[src/rtl/util_decode_sched_if.sv]
// Decoder handshake bundle between util_decode_sched and a decode_fp unit.
//   master (scheduler): drives dec_start, dec_ack, dec_in; samples dec_done, dec_d1, dec_d2
//   slave  (decoder)  : the mirror image
interface util_decode_sched_if #(
    parameter int unsigned WORD_W = 16
);
    logic              dec_start;
    logic              dec_ack;
    logic [WORD_W-1:0] dec_in;
    logic              dec_done;
    logic [3:0]        dec_d1;
    logic [3:0]        dec_d2;

    modport master (
        output dec_start,
        output dec_ack,
        output dec_in,
        input  dec_done,
        input  dec_d1,
        input  dec_d2
    );

    modport slave (
        input  dec_start,
        input  dec_ack,
        input  dec_in,
        output dec_done,
        output dec_d1,
        output dec_d2
    );
endinterface

[src/rtl/util_decode_sched.sv]
// util_decode_sched: walks the packed utility vector one cell at a time, pushes each word
// through a single decode_fp unit (Start/Ack/Done) and packs the two returned digits per cell
// into conv_1 / conv_2.
//
// Ports:
//   clk, Reset_n      clock (rising edge), asynchronous active-low reset
//   start, ack        begin a pass from idle / acknowledge a finished pass
//   cur_util, world   packed utilities (cell i at [i*WORD_W +: WORD_W]) and cell types
//   dec               decoder handshake (master modport of util_decode_sched_if)
//   conv_1, conv_2    decoded digits, cell i at [i*4 +: 4]
//   idx, busy, done   current cell, pass in progress, pass complete (held until ack)
//   err               sticky, a cell timed out during this pass
//
// Build option: define UTIL_WALL_SKIP_EN to skip wall cells (world code 2'b11); they are not
// sent to the decoder and get 4'hF in both digits.
module util_decode_sched #(
    parameter int unsigned NUM_CELLS = 12,
    parameter int unsigned WORD_W    = 16,
    parameter int unsigned TIMEOUT   = 255
) (
    input  logic                        clk,
    input  logic                        Reset_n,
    input  logic                        start,
    input  logic                        ack,
    input  logic [NUM_CELLS*WORD_W-1:0] cur_util,
    input  logic [2*NUM_CELLS-1:0]      world,
    util_decode_sched_if.master         dec,
    output logic [NUM_CELLS*4-1:0]      conv_1,
    output logic [NUM_CELLS*4-1:0]      conv_2,
    output logic [7:0]                  idx,
    output logic                        busy,
    output logic                        done,
    output logic                        err
);

    localparam int unsigned   CntW       = (TIMEOUT > 0) ? $clog2(TIMEOUT + 1) : 1;
    localparam logic [CntW-1:0] TimeoutCnt = CntW'(TIMEOUT);
    localparam logic [7:0]    LastIdx    = 8'(NUM_CELLS - 1);

    typedef enum logic [2:0] {
        StIdle, StLoad, StReq, StWait, StRelease, StNext, StFinish
    } state_e;

    state_e                      state_q, state_d;
    logic [7:0]                  idx_q, idx_d;
    logic [CntW-1:0]             cnt_q, cnt_d;
    logic [NUM_CELLS*WORD_W-1:0] snap_util_q, snap_util_d;
    logic [NUM_CELLS*4-1:0]      conv_1_q, conv_1_d;
    logic [NUM_CELLS*4-1:0]      conv_2_q, conv_2_d;
    logic                        err_q, err_d;
    logic [WORD_W-1:0]           dec_in_q, dec_in_d;
    logic                        cur_wall;

    function automatic logic [WORD_W-1:0] word_at(input logic [NUM_CELLS*WORD_W-1:0] vec,
                                                  input logic [7:0] sel);
        logic [WORD_W-1:0] w;
        w = '0;
        for (int unsigned c = 0; c < NUM_CELLS; c++) begin
            if (sel == 8'(c)) w = vec[c*WORD_W +: WORD_W];
        end
        return w;
    endfunction

    function automatic logic [NUM_CELLS*4-1:0] put_digit(input logic [NUM_CELLS*4-1:0] vec,
                                                         input logic [7:0] sel,
                                                         input logic [3:0] val);
        logic [NUM_CELLS*4-1:0] v;
        v = vec;
        for (int unsigned c = 0; c < NUM_CELLS; c++) begin
            if (sel == 8'(c)) v[c*4 +: 4] = val;
        end
        return v;
    endfunction

`ifdef UTIL_WALL_SKIP_EN
    logic [2*NUM_CELLS-1:0] snap_world_q, snap_world_d;

    always_comb begin
        cur_wall = 1'b0;
        for (int unsigned c = 0; c < NUM_CELLS; c++) begin
            if (idx_q == 8'(c)) cur_wall = &snap_world_q[2*c +: 2];
        end
    end

    always_ff @(posedge clk or negedge Reset_n) begin
        if (!Reset_n) snap_world_q <= '0;
        else          snap_world_q <= snap_world_d;
    end
`else
    logic unused_world;
    assign unused_world = ^world;
    assign cur_wall     = 1'b0;
`endif

    always_comb begin
        state_d     = state_q;
        idx_d       = idx_q;
        cnt_d       = cnt_q;
        snap_util_d = snap_util_q;
        conv_1_d    = conv_1_q;
        conv_2_d    = conv_2_q;
        err_d       = err_q;
        dec_in_d    = dec_in_q;
`ifdef UTIL_WALL_SKIP_EN
        snap_world_d = snap_world_q;
`endif
        case (state_q)
            StIdle: begin
                if (start) state_d = StLoad;
            end
            StLoad: begin
                snap_util_d = cur_util;
`ifdef UTIL_WALL_SKIP_EN
                snap_world_d = world;
`endif
                idx_d       = '0;
                conv_1_d    = '0;
                conv_2_d    = '0;
                err_d       = 1'b0;
                // dec_in must already be valid while dec_start is high in the first REQ.
                dec_in_d    = cur_util[WORD_W-1:0];
                state_d     = StReq;
            end
            StReq: begin
                cnt_d = '0;
                if (cur_wall) begin
                    conv_1_d = put_digit(conv_1_q, idx_q, 4'hF);
                    conv_2_d = put_digit(conv_2_q, idx_q, 4'hF);
                    state_d  = StNext;
                end else begin
                    state_d  = StWait;
                end
            end
            StWait: begin
                if (dec.dec_done) begin
                    conv_1_d = put_digit(conv_1_q, idx_q, dec.dec_d1);
                    conv_2_d = put_digit(conv_2_q, idx_q, dec.dec_d2);
                    state_d  = StRelease;
                end else if (cnt_q == TimeoutCnt) begin
                    conv_1_d = put_digit(conv_1_q, idx_q, 4'hF);
                    conv_2_d = put_digit(conv_2_q, idx_q, 4'hF);
                    err_d    = 1'b1;
                    state_d  = StRelease;
                end else begin
                    cnt_d = cnt_q + CntW'(1);
                end
            end
            StRelease: begin
                if (!dec.dec_done) state_d = StNext;
            end
            StNext: begin
                if (idx_q == LastIdx) begin
                    state_d = StFinish;
                end else begin
                    idx_d    = idx_q + 8'd1;
                    dec_in_d = word_at(snap_util_q, idx_q + 8'd1);
                    state_d  = StReq;
                end
            end
            StFinish: begin
                if (ack) state_d = StIdle;
            end
            default: state_d = StIdle;
        endcase
    end

    always_ff @(posedge clk or negedge Reset_n) begin
        if (!Reset_n) begin
            state_q     <= StIdle;
            idx_q       <= '0;
            cnt_q       <= '0;
            snap_util_q <= '0;
            conv_1_q    <= '0;
            conv_2_q    <= '0;
            err_q       <= 1'b0;
            dec_in_q    <= '0;
        end else begin
            state_q     <= state_d;
            idx_q       <= idx_d;
            cnt_q       <= cnt_d;
            snap_util_q <= snap_util_d;
            conv_1_q    <= conv_1_d;
            conv_2_q    <= conv_2_d;
            err_q       <= err_d;
            dec_in_q    <= dec_in_d;
        end
    end

    // Start and ack come from disjoint states, so they can never overlap.
    assign dec.dec_start = (state_q == StWait) || ((state_q == StReq) && !cur_wall);
    assign dec.dec_ack   = (state_q == StRelease);
    assign dec.dec_in    = dec_in_q;

    assign conv_1 = conv_1_q;
    assign conv_2 = conv_2_q;
    assign idx    = idx_q;
    assign err    = err_q;
    assign busy   = (state_q != StIdle) && (state_q != StFinish);
    assign done   = (state_q == StFinish);

endmodule

[src/flat_wrapper.sv]
// flat-port wrapper written by rule: the top's interface ports become plain ports
module util_decode_sched_flat 
#(
    parameter int unsigned NUM_CELLS = 12,
    parameter int unsigned WORD_W    = 16,
    parameter int unsigned TIMEOUT   = 255
)
  (clk, Reset_n, start, ack, cur_util, world, conv_1, conv_2, idx, busy, done, err, dec_dec_start, dec_dec_ack, dec_dec_in, dec_dec_done, dec_dec_d1, dec_dec_d2);
  util_decode_sched_if #(.WORD_W(WORD_W)) dec_i ();
  input  logic clk;
  input  logic Reset_n;
  input  logic start;
  input  logic ack;
  input  logic [NUM_CELLS*WORD_W-1:0] cur_util;
  input  logic [2*NUM_CELLS-1:0] world;
  output logic [NUM_CELLS*4-1:0] conv_1;
  output logic [NUM_CELLS*4-1:0] conv_2;
  output logic [7:0] idx;
  output logic busy;
  output logic done;
  output logic err;
  output wire logic [$bits(dec_i.dec_start)-1:0] dec_dec_start;
  output wire logic [$bits(dec_i.dec_ack)-1:0] dec_dec_ack;
  output wire logic [$bits(dec_i.dec_in)-1:0] dec_dec_in;
  input wire logic [$bits(dec_i.dec_done)-1:0] dec_dec_done;
  input wire logic [$bits(dec_i.dec_d1)-1:0] dec_dec_d1;
  input wire logic [$bits(dec_i.dec_d2)-1:0] dec_dec_d2;
  assign dec_dec_start = dec_i.dec_start;
  assign dec_dec_ack = dec_i.dec_ack;
  assign dec_dec_in = dec_i.dec_in;
  assign dec_i.dec_done = dec_dec_done;
  assign dec_i.dec_d1 = dec_dec_d1;
  assign dec_i.dec_d2 = dec_dec_d2;
  util_decode_sched #(.NUM_CELLS(NUM_CELLS), .WORD_W(WORD_W), .TIMEOUT(TIMEOUT)) u_core (.clk(clk), .Reset_n(Reset_n), .start(start), .ack(ack), .cur_util(cur_util), .world(world), .dec(dec_i), .conv_1(conv_1), .conv_2(conv_2), .idx(idx), .busy(busy), .done(done), .err(err));
endmodule
[config.mk]
export PLATFORM = sky130hd
export DESIGN_NAME = util_decode_sched_flat
export DESIGN_NICKNAME = d
export VERILOG_FILES = /design/src/rtl/util_decode_sched_if.sv /design/src/rtl/util_decode_sched.sv /design/src/flat_wrapper.sv
export SDC_FILE = /design/constraint.sdc
export NUM_CORES = 1
export LEC_CHECK = 0
export ABC_AREA = 1
export CAP_MARGIN = 0
export CORE_ASPECT_RATIO = 0.8
export CORE_MARGIN = 2
export CORE_UTILIZATION = 45
export CTS_CLUSTER_DIAMETER = 200
export DETAILED_ROUTE_END_ITERATION = 16
export PLACE_DENSITY_LB_ADDON = 0.1
export SYNTH_ARGS = -nofsm -noshare
export SYNTH_HDL_FRONTEND = slang
export SYNTH_SLANG_ARGS = --single-unit
[constraint.sdc]
create_clock -name clk -period 2.3 [get_ports clk]
set_input_delay 0.575 -clock clk [delete_from_list [all_inputs] [get_ports clk]]
set_output_delay 0.575 -clock clk [all_outputs]
set_load 0.05 [all_outputs]
==> results.tsv <==
metric	value	unit
finished layout cell area	0.0209	mm^2
sw frac	45.0	%
Worst Path Required	2.75	ns
H-tree depth	2	
Std-Cell Rows	59	
WP depth	21	
Filler cells	2725	
slowest cell on the critical path	dfrtp_2	
NetSw	13.2	mW
max-cap viol count	0	
wire per inst	18.5	um
clock tree root buffer cell	clkbuf_16	
worst clock skew	0.0213	ns
Worst-Skew Late Latency	0.52	ns
nets	2474	
#FFs+latches synth	324	
highest fanout seen on the critical path	12	
die span in y	165	um
initial antenna violation count	2	
final setup vio count	16	
internal power	16.1	mW
Seq/Total Area, Yosys	55.4	%
Critical Path AT	3.15	ns
total I/O pin count	354	
Hold WC Path Type	reg2reg	
initial core utilization	45.4	%
final wirelength	49900	um
vias in the first global route	13300	
Sinks on Clock Net	324	
first-pass GRT wire length	75600	um
startpoint types	flip-flop	
hold path cells	2	
Max VDD drop	0.777	mV
Crit path largest cell delay	0.41	ns
DR iter-0 viols	1169	
drt drc	0	
critical path class	reg2reg	
post-synthesis cell area	0.0146	mm^2
final-report hold violation count	0	
delay-heaviest family, CP	simple AND/OR/NAND/NOR gates	
clk buf depth	3	
status	complete, but fails checks	
CTS tree	yes	
via count	14100	
TritonRoute pass-1 iters	7	
Tcrit/Tclk final	118	%
ys flop type	dfrtp_1	
cells on worst reg2reg path	21	
Fmax	0.369	GHz
relative slew slack	60.5	%
Power Density	1400	mW/mm^2
Synth cell types	34	
Top cell by count, worst path	nand2_1	
clock power share	20.0	%
Worst Path Buf+Inv	4	
PortBufs	329	
CTS clk-pin slew, worst paths	0.06	ns
GRT Total Usage	29.2	%
Crit. End Element	flip-flop	
total gr overflow	0	
final setup margin	-0.407	ns
violated checks	setup timing	
Area Growth Syn to Fin	42.9	%
dpl hpwl	36900	um
Syn Inst Count	1843	
Slew @ Worst Pin	0.592	ns
fraction of registers with async set/reset	100	%
cell leakage power	10.3	nW
number of synthesized flops with an enable pin	0	
die footprint	0.0340	mm^2
DRT antenna net count	0	
core area	0.0323	mm^2
Die X	206	um
Post-Syn Area per Cell	7.95	um^2
routability cong.	0.914	
Seq pwr share	32.3	%
synth warn	0	
RSZ-0062 raised after global routing	yes	
CTS buffer count	35	
share of cells above drive strength 1	12.9	%
combinational share of power	47.7	%
DP Area	0.0192	mm^2
post-route minimum period	2.71	ns
vias per inst	5.23	
Max Slew Vio Count	0	
final hold slack	0.473	ns
worst-path cell chain	ha_4, nand3_4, o21ai_4, nand2_2, nor2_4, nand2_4, buf_6, buf_12, nor3_4, buf_12, buf_12, a21oi_1, nand2_1, nand2_1, nand3_1, nand2_1, nand3_2, nand2_2, nand2_1, nand2_1, a21oi_1	
pin count of the biggest net entering global routing	137	
Syn Nets	2078	
[worst paths after layout]
path,from,to,slack [ns]
max,u_core.idx[0],u_core.dec.dec_in[0],-0.41
min,u_core.snap_util_q[84],u_core.snap_util_q[84],0.47
max reg2reg,u_core.idx[0],u_core.dec.dec_in[0],-0.41
min reg2reg,u_core.snap_util_q[84],u_core.snap_util_q[84],0.47
max in group asynchronous,Reset_n,u_core.idx[5],0.99
min in group asynchronous,Reset_n,u_core.conv_1[10],0.57
[repair_timing]
action	in CTS	in global routing
hold endpoints to repair	29	0
cloned	1	0
resized for setup	58	70
pin swaps	11	11
endpoints found under the setup margin	25	107
hold buffers	1	0
buffers inserted	12	0
[placed cells by master, fill, tap and decap left out, types with 23 or more instances in the layout]
cell	instances
dlymetal6s2s_1	28
nand3_1	51
o21ai_1	23
clkbuf_16	37
inv_1	128
a21oi_1	92
buf_4	104
nand3_2	23
o21ai_0	196
dfrtp_1	318
nor2_1	57
clkdlybuf4s50_1	280
nand2_1	734
[sequential cells by signal, summed over array words and instances (netlist names)]
signal and flops:
u_core.snap_util_q 192, u_core.state_q 3, u_core.err 1, u_core.cnt_q 8
u_core.idx 8, u_core.conv_1 48, u_core.dec.dec_in 16, u_core.conv_2 48
[through the flow]
step / TNS, ns / power, mW / util, % / std cells / worst slack, ns
after floorplan: -3.68 / 17.4 / - / 1843 / -0.251
after global placement: -6.90 / 22.6 / 59.5 / 2615 / -0.568
after detailed placement: -7.50 / 22.8 / 59.5 / 2615 / -0.586
after CTS: -5.54 / 29.1 / 64.2 / 2692 / -0.395
after global routing: -8.94 / 31.2 / 64.9 / 2693 / -0.607
final: -5.69 / 29.3 / 64.9 / 2693 / -0.407
[routing by layer]
layer | vias up | wire (um) | share of wire, % | track usage (%)
met4 | 0 | 1130 | 2.3 | 7.59
met2 | 570 | 20700 | 41 | 40.7
li1 | 6672 | - | - | -
met3 | 77 | 4670 | 9.3 | 7.81
met1 | 6769 | 23500 | 47 | 44.7
met5 | - | 0 | 0 | 0
[logic make-up after synthesis]
family                     share of synthesized area, %
and+or+nand+nor                                    26.0
buffers and inverters                              6.32
adders and majority gates                         0.513
DFF                                                55.4
AOI/OAI and AO/OA                                  11.8
[worst min-delay path: cells and delay by family, from the launching register on]
kind	cells	cell delay [ns]
flip-flops	1	0.34
AND/OR/NAND/NOR	2	0.09
[synthesized netlist by cell type, types with 5 or more instances]
cell / number / area [um^2]
dfrtp_1: 324 / 8110
nand3_1: 75 / 375
nand4_1: 14 / 87.6
inv_1: 134 / 503
or2_1: 5 / 31.3
o22ai_1: 5 / 31.3
ha_1: 6 / 75.1
clkbuf_1: 76 / 285
o21ai_1: 19 / 95.1
o21ai_0: 203 / 1020
buf_1: 5 / 18.8
nand2_1: 751 / 2820
buf_2: 5 / 25.0
nor2_1: 66 / 248
nor3_1: 14 / 70.1
a21oi_1: 99 / 495
[power by group through the flow]
stage                     Sequential (mW)  Clock (mW)  Combinational, mW
after floorplan                      10.9           0               6.53
after global placement               9.46           0               13.1
after detailed placement             9.48           0               13.3
after CTS                            9.42        5.94               13.7
after global routing                 9.67        6.17               15.4
final                                9.49        5.86               14.0
[cell type report]
cell class                 instances  area [um^2]  area share, %
tap                              427          534           2.55
timing repair buffer             453         4590           21.9
clock buffer                      52         1060           5.08
inverter                         139          528           2.52
multi-input combinational       1286         5950           28.5
antenna                            1         2.50         0.0120
clock inverter                    11          136          0.652
sequential                       324         8120           38.8
(Power assumes the default switching activity.)
